[config.mk]
export PLATFORM = sky130hd
export DESIGN_NAME = ps2_key_decoder
export DESIGN_NICKNAME = d
export VERILOG_FILES = /design/src/rtl/ps2_key_decoder.sv
export SDC_FILE = /design/constraint.sdc
export NUM_CORES = 1
export LEC_CHECK = 0
export CORE_UTILIZATION = 53
export DETAILED_ROUTE_END_ITERATION = 8
export PLACE_DENSITY = 0.76
export SETUP_SLACK_MARGIN = 0.2
export SLEW_MARGIN = 15
export SYNTH_ARGS = -nofsm -noshare
export SYNTH_HDL_FRONTEND = slang
export SYNTH_SLANG_ARGS = --single-unit
export TNS_END_PERCENT = 50
[constraint.sdc]
create_clock -name clk -period 3 [get_ports clk]
set_clock_uncertainty 0.05 [all_clocks]
set_input_delay 0.3 -clock clk [delete_from_list [all_inputs] [get_ports clk]]
set_output_delay 0.3 -clock clk [all_outputs]
set_load 0.005 [all_outputs]
[src/rtl/ps2_key_decoder.sv]
// rtl/ps2_key_decoder.sv - PS/2 Set-2 scan-code decoder with event FIFO, held-key tracking and press counter
//
// Ports:
//   clk, resetn          system clock, asynchronous active-low reset
//   ps2_data/ps2_ready   head byte of the receiver and its non-empty flag
//   ps2_nextdata_n       registered active-low pop strobe to the receiver
//   clr                  synchronous clear of press_count and overflow
//   ev_valid/ev_ready    show-ahead event FIFO handshake
//   ev_code/ev_ext/ev_break  head event fields
//   held/held_code/held_ext  currently held key
//   press_count          accepted make events (wrapping)
//   overflow             sticky: an event was dropped on a full FIFO
module ps2_key_decoder #(
    parameter int FIFO_DEPTH      = 8,
    parameter int CNT_W           = 8,
    parameter int SUPPRESS_REPEAT = 1
) (
    input  logic             clk,
    input  logic             resetn,
    input  logic [7:0]       ps2_data,
    input  logic             ps2_ready,
    output logic             ps2_nextdata_n,
    input  logic             clr,
    output logic             ev_valid,
    input  logic             ev_ready,
    output logic [7:0]       ev_code,
    output logic             ev_ext,
    output logic             ev_break,
    output logic             held,
    output logic [7:0]       held_code,
    output logic             held_ext,
    output logic [CNT_W-1:0] press_count,
    output logic             overflow
);

    localparam int AW = $clog2(FIFO_DEPTH);

    typedef enum logic [1:0] {
        S_IDLE,
        S_EXT,
        S_BRK,
        S_EXT_BRK
    } state_t;

    state_t state, next_state;

    logic [7:0] byte_r;
    logic       byte_v;

    logic       mk_req;
    logic       bk_req;
    logic       ev_x;
    logic       is_ignored;
    logic       key_match;
    logic       make_acc;
    logic       push_req;
    logic       push_ok;
    logic       pop;
    logic       full;
    logic       drop;

    logic [9:0]    mem [FIFO_DEPTH];
    logic [AW-1:0] wr_ptr;
    logic [AW-1:0] rd_ptr;
    logic [AW:0]   count;

    // Fetch: the strobe is low for exactly one cycle per byte and the
    // following cycle is forced high, so the receiver sees a clean pop edge.
    always_ff @(posedge clk or negedge resetn) begin
        if (!resetn) begin
            ps2_nextdata_n <= 1'b1;
            byte_r         <= 8'h00;
            byte_v         <= 1'b0;
        end else if (ps2_ready && ps2_nextdata_n) begin
            byte_r         <= ps2_data;
            byte_v         <= 1'b1;
            ps2_nextdata_n <= 1'b0;
        end else begin
            byte_v         <= 1'b0;
            ps2_nextdata_n <= 1'b1;
        end
    end

    // Keyboard status/ack bytes are only meaningful outside a prefix sequence.
    assign is_ignored = byte_r inside {8'hE1, 8'hAA, 8'hFA, 8'hEE, 8'hFE, 8'h00, 8'hFF};

    always_ff @(posedge clk or negedge resetn) begin
        if (!resetn) begin
            state <= S_IDLE;
        end else begin
            state <= next_state;
        end
    end

    always_comb begin
        next_state = state;
        mk_req     = 1'b0;
        bk_req     = 1'b0;
        ev_x       = 1'b0;
        if (byte_v) begin
            case (state)
                S_IDLE: begin
                    if (byte_r == 8'hE0) begin
                        next_state = S_EXT;
                    end else if (byte_r == 8'hF0) begin
                        next_state = S_BRK;
                    end else if (!is_ignored) begin
                        mk_req = 1'b1;
                    end
                end
                S_EXT: begin
                    if (byte_r == 8'hF0) begin
                        next_state = S_EXT_BRK;
                    end else if (byte_r != 8'hE0) begin
                        mk_req     = 1'b1;
                        ev_x       = 1'b1;
                        next_state = S_IDLE;
                    end
                end
                S_BRK: begin
                    if (byte_r == 8'hE0) begin
                        next_state = S_EXT_BRK;
                    end else if (byte_r != 8'hF0) begin
                        bk_req     = 1'b1;
                        next_state = S_IDLE;
                    end
                end
                S_EXT_BRK: begin
                    if (byte_r != 8'hE0 && byte_r != 8'hF0) begin
                        bk_req     = 1'b1;
                        ev_x       = 1'b1;
                        next_state = S_IDLE;
                    end
                end
                default: next_state = S_IDLE;
            endcase
        end
    end

    assign key_match = held && (byte_r == held_code) && (ev_x == held_ext);
    // A typematic repeat of the held key is swallowed entirely when enabled.
    assign make_acc  = mk_req && !((SUPPRESS_REPEAT != 0) && key_match);
    assign push_req  = make_acc || bk_req;

    assign full     = (count == (AW+1)'(FIFO_DEPTH));
    assign ev_valid = (count != '0);
    assign pop      = ev_valid && ev_ready;
    // A full FIFO still takes the push when the head leaves in the same cycle.
    assign push_ok  = push_req && (!full || pop);
    assign drop     = push_req && !push_ok;

    assign {ev_break, ev_ext, ev_code} = mem[rd_ptr];

    always_ff @(posedge clk or negedge resetn) begin
        if (!resetn) begin
            for (int i = 0; i < FIFO_DEPTH; i++) begin
                mem[i] <= '0;
            end
            wr_ptr <= '0;
            rd_ptr <= '0;
            count  <= '0;
        end else begin
            if (push_ok) begin
                mem[wr_ptr] <= {bk_req, ev_x, byte_r};
                wr_ptr      <= wr_ptr + 1'b1;
            end
            if (pop) begin
                rd_ptr <= rd_ptr + 1'b1;
            end
            case ({push_ok, pop})
                2'b10:   count <= count + 1'b1;
                2'b01:   count <= count - 1'b1;
                default: count <= count;
            endcase
        end
    end

    // Held-key and counter updates apply even when the FIFO drops the event.
    always_ff @(posedge clk or negedge resetn) begin
        if (!resetn) begin
            held        <= 1'b0;
            held_code   <= 8'h00;
            held_ext    <= 1'b0;
            press_count <= '0;
            overflow    <= 1'b0;
        end else begin
            if (make_acc) begin
                held      <= 1'b1;
                held_code <= byte_r;
                held_ext  <= ev_x;
            end else if (bk_req && key_match) begin
                held <= 1'b0;
            end

            if (clr) begin
                press_count <= '0;
            end else if (make_acc) begin
                press_count <= press_count + 1'b1;
            end

            if (drop) begin
                overflow <= 1'b1;
            end else if (clr) begin
                overflow <= 1'b0;
            end
        end
    end

endmodule

==> summary.txt <==
Critical path launch point type = flop
Die Y = 107 um
Areal power density over the cells = 1050 nW/um2
Top cells by area in the synthesized netlist = sky130_fd_sc_hd__dfrtp_1 51%, sky130_fd_sc_hd__mux2_2 14%, sky130_fd_sc_hd__mux4_2 7.7%, sky130_fd_sc_hd__mux2_4 5.1%, sky130_fd_sc_hd__mux2_1 3.1%
Number of enable flip-flop cells after synthesis = 0
Vias/cell = 5.73
Quantity of I/O buffers inserted on ports = 43
Register clock-pin slew on the reported worst setup and hold paths = 60 ps
Maximum fanout encountered on the critical timing path = 5
Mean instance size in the synthesized netlist = 14.5 um2
HPWL after detailed placement = 7.87 mm
Largest area contributor in the netlist = sky130_fd_sc_hd__dfrtp_1
Beginning of the worst register-to-register path = byte_r[2]$_DFFE_PN0P_
Routability cong. = 0.883
Largest net degree at the start of global routing = 62
CTS Sinks = 121
Ports = 44
Final period utilization = 94.3%
Via count = 3570
Pre-CTS worst setup slack = 140 ps
Number of fill cells in the layout = 712
Seq cells post-synth = 121
Worst setup path class = reg -> reg
Critical Path Most Common Cell = sky130_fd_sc_hd__ha_4
Effective utilization at floorplan = 55.6%
Netlist area before placement = 5840 um2
Worst hold path class = in -> reg
Final setup viols = 0
Ordered cell list for the critical path = nor2b_1 -> o211ai_1 -> a21oi_1 -> or4_4 -> o21ai_4 -> nand2_2 -> ha_4 -> ha_4 -> a21o_1 -> a21oi_2 -> xnor2_1 -> nor2_1 -> xor2_1
Gr usage total = 25.0%
Average wire length per cell after detail routing = 20.3 um
Congestion Overflow GR = 0
Max Freq = 353 MHz
Bufs and invs on worst path = 0
Sequential element share of the synthesized area = 51.9%
Clk Tree Root Cell = sky130_fd_sc_hd__clkbuf_8
Total count of max-transition violations in the final report = 0
Wire length of the first global-routing pass = 20.8 mm
Net count after synthesis = 423
TritonCTS clock tree = built
Slowest CP cell = sky130_fd_sc_hd__or4_4
Count of max-cap constraint violations = 0
Via count of the first global-routing pass = 3857
Least-Margin Pin Slew = 784 ps
Synth cell count leaders = 120 x sky130_fd_sc_hd__dfrtp_1, 71 x sky130_fd_sc_hd__mux2_2, 20 x sky130_fd_sc_hd__mux2_4, 20 x sky130_fd_sc_hd__mux4_2, 16 x sky130_fd_sc_hd__mux2_1
Most used flip-flop cell after synthesis = sky130_fd_sc_hd__dfrtp_1
Number of iterations in the first detailed-routing pass = 4
Crit path largest cell delay = 530 ps
Setup TNS after final layout = 0 ps
Critical path capture point type = flop
Most common cell in the synthesized netlist = sky130_fd_sc_hd__dfrtp_1
Hold violation count in the final report = 0
Number of diodes added for antenna fixing = 0
Residual DRC = 0
Std-Cell Core Area = 10500 um2
Unrepaired setup endpoints after global routing = yes
Library cells used by synthesis = 50
Number of buffers created by CTS = 17
Antenna violations before repair = 0
Signal arrival time at the worst endpoint = 3170 ps
Static Leak = 3.30 nW
Largest delay share family, worst path = simple AND/OR/NAND/NOR gates
Proportion of netlist area held by the largest area contributor = 51.4%
Worst-case headroom to the max-slew limit = 47.8%
Data required, critical path = 3340 ps
H-tree lvl count = 4
Chip width = 107 um
Worst setup margin = 171 ps
Clock Tree Buf Depth = 2
Clock insertion delay at the later pin of the skew report = 510 ps
Layout cells sized above 1 = 40.7%
Maximum resistive drop on vdd = 765 uV
NumNets Final = 494
First-iteration detailed-routing DRC count = 127
Wire length reported by the detailed router = 12.7 mm
Yosys warning total = 0
Relative area change from synthesis to final layout = 26.1%
Post-Synthesis Cells = 403
Result of the run = finished, final reports clean
Critical path startpoint = byte_r[2]$_DFFE_PN0P_
Final critical-path required period = 2830 ps
Share of flip-flops with an asynchronous set or reset after synthesis = 100%
Die Outline Area = 11400 um2
Hold Path Origin = ps2_data[4]
Detail Route Antenna Nets = 0
Std cell rows = 37
tightest hold or removal path, cell delays in order:
cell and delay [ps]:
sky130_fd_sc_hd__clkdlybuf4s50_1 400, sky130_fd_sc_hd__nand2_1 60, sky130_fd_sc_hd__o21ai_0 70
cell usage in the layout (no fill, tap or decap), types with 3 or more instances in the layout:
cell type                         count
sky130_fd_sc_hd__dfrtp_1            117
sky130_fd_sc_hd__mux2_2              71
sky130_fd_sc_hd__clkdlybuf4s50_1     38
sky130_fd_sc_hd__buf_4               25
sky130_fd_sc_hd__mux4_2              20
sky130_fd_sc_hd__mux2_4              20
sky130_fd_sc_hd__clkbuf_16           17
sky130_fd_sc_hd__mux2_1              16
sky130_fd_sc_hd__nand2_1             12
sky130_fd_sc_hd__inv_1               11
sky130_fd_sc_hd__xnor2_1             11
sky130_fd_sc_hd__a21oi_1             10
sky130_fd_sc_hd__nor2_1               9
sky130_fd_sc_hd__xor2_1               7
sky130_fd_sc_hd__clkbuf_8             7
sky130_fd_sc_hd__o21ai_0              6
sky130_fd_sc_hd__nand3_1              6
sky130_fd_sc_hd__nor2_8               5
sky130_fd_sc_hd__nand4_1              4
sky130_fd_sc_hd__nand4b_1             4
sky130_fd_sc_hd__ha_1                 4
sky130_fd_sc_hd__bufinv_16            4
sky130_fd_sc_hd__dlymetal6s2s_1       4
sky130_fd_sc_hd__or3_1                3
sky130_fd_sc_hd__dfrtp_2              3
sky130_fd_sc_hd__clkinv_2             3
final timing paths:
| kind | end | slack [ps] | depth (start not counted) |
|---|---|---|---|
| worst max-delay path | count[3]$_DFFE_PN0P_ | 170 | 13 |
| worst min-delay path | byte_r[4]$_DFFE_PN0P_ | 310 | 3 |
| worst max register to register | count[3]$_DFFE_PN0P_ | 170 | 13 |
| min in group asynchronous | held_code[0]$_DFFE_PN0P_ | 350 | 2 |
| max in group asynchronous | mem[50]$_DFFE_PN0P_ | 1760 | 3 |
| worst min register to register | mem[19]$_DFFE_PN0P_ | 430 | 1 |
area by class of cell:
type	count	area [um2]	share of cell area, %
Clock buffer	25	504	6.85
Clock inverter	7	135	1.84
Timing Repair Buffer	74	764	10.4
Sequential cell	121	3030	41.2
Multi-Input combinational cell	249	2720	36.9
Tap cell	136	170	2.31
Inverter	11	41.3	0.561
cell families after synthesis:
family                   after synthesis  synth area share [%]
AND/OR/NAND/NOR                       66                  7.87
multiplexers                         129                  30.0
adder cells (fa/ha/maj)                7                  1.63
buffers and inverters                 33                  2.42
flip-flops                           121                  51.9
AO/OA/AOI/OAI                         28                  3.24
XOR/XNOR                              19                  2.98
sequential cells by signal (all words and copies together) (netlist names):
register        flops
byte_r              8
byte_v              1
count               4
held                1
held_code           8
held_ext            1
mem                80
overflow            1
press_count         8
ps2_nextdata_n      1
rd_ptr              3
state               2
wr_ptr              3
timing repair:
item                                   in CTS  in global routing
hold buffers                                1                  0
setup endpoints to repair                  13                 25
buffers inserted                            3                  2
endpoints found under the hold margin      56                  0
pin swaps                                   0                  4
gates cloned                                2                  1
resized for setup                           3                  9
power by group:
| group | internal [W] | leakage, nW | switching, W |
|---|---|---|---|
| Clock | 0.00148 | 0.318 | 0.000684 |
| Sequential | 0.00227 | 1.51 | 0.000469 |
| Combinational | 0.00179 | 1.48 | 0.00102 |
| Total | 0.00554 | 3.30 | 0.00218 |
through the flow:
stage / cell area, um2 / hold slack [ps] / cells / power, W / utilization, %
final: 7360 / 314 / 623 / 0.00771 / 70.1
after global routing: 7360 / 317 / 623 / 0.00814 / 70.1
after CTS: 7300 / 290 / 620 / 0.00773 / 69.4
after detailed placement: 6560 / 370 / 582 / 0.00538 / 62.4
after global placement: 6560 / 365 / 582 / 0.00526 / 62.4
after floorplan: 5870 / -45.6 / 403 / 0.00444 / -
layer usage:
metal | wire length [um] | GRT usage, % | vias up
met5 | 0 | 0 | -
met4 | 111 | 9.00 | 0
met3 | 510 | 6.44 | 10
met2 | 6250 | 39.0 | 80
met1 | 5780 | 34.0 | 1870
li1 | - | - | 1610
Note: power is estimated with default switching activity, not from simulation.
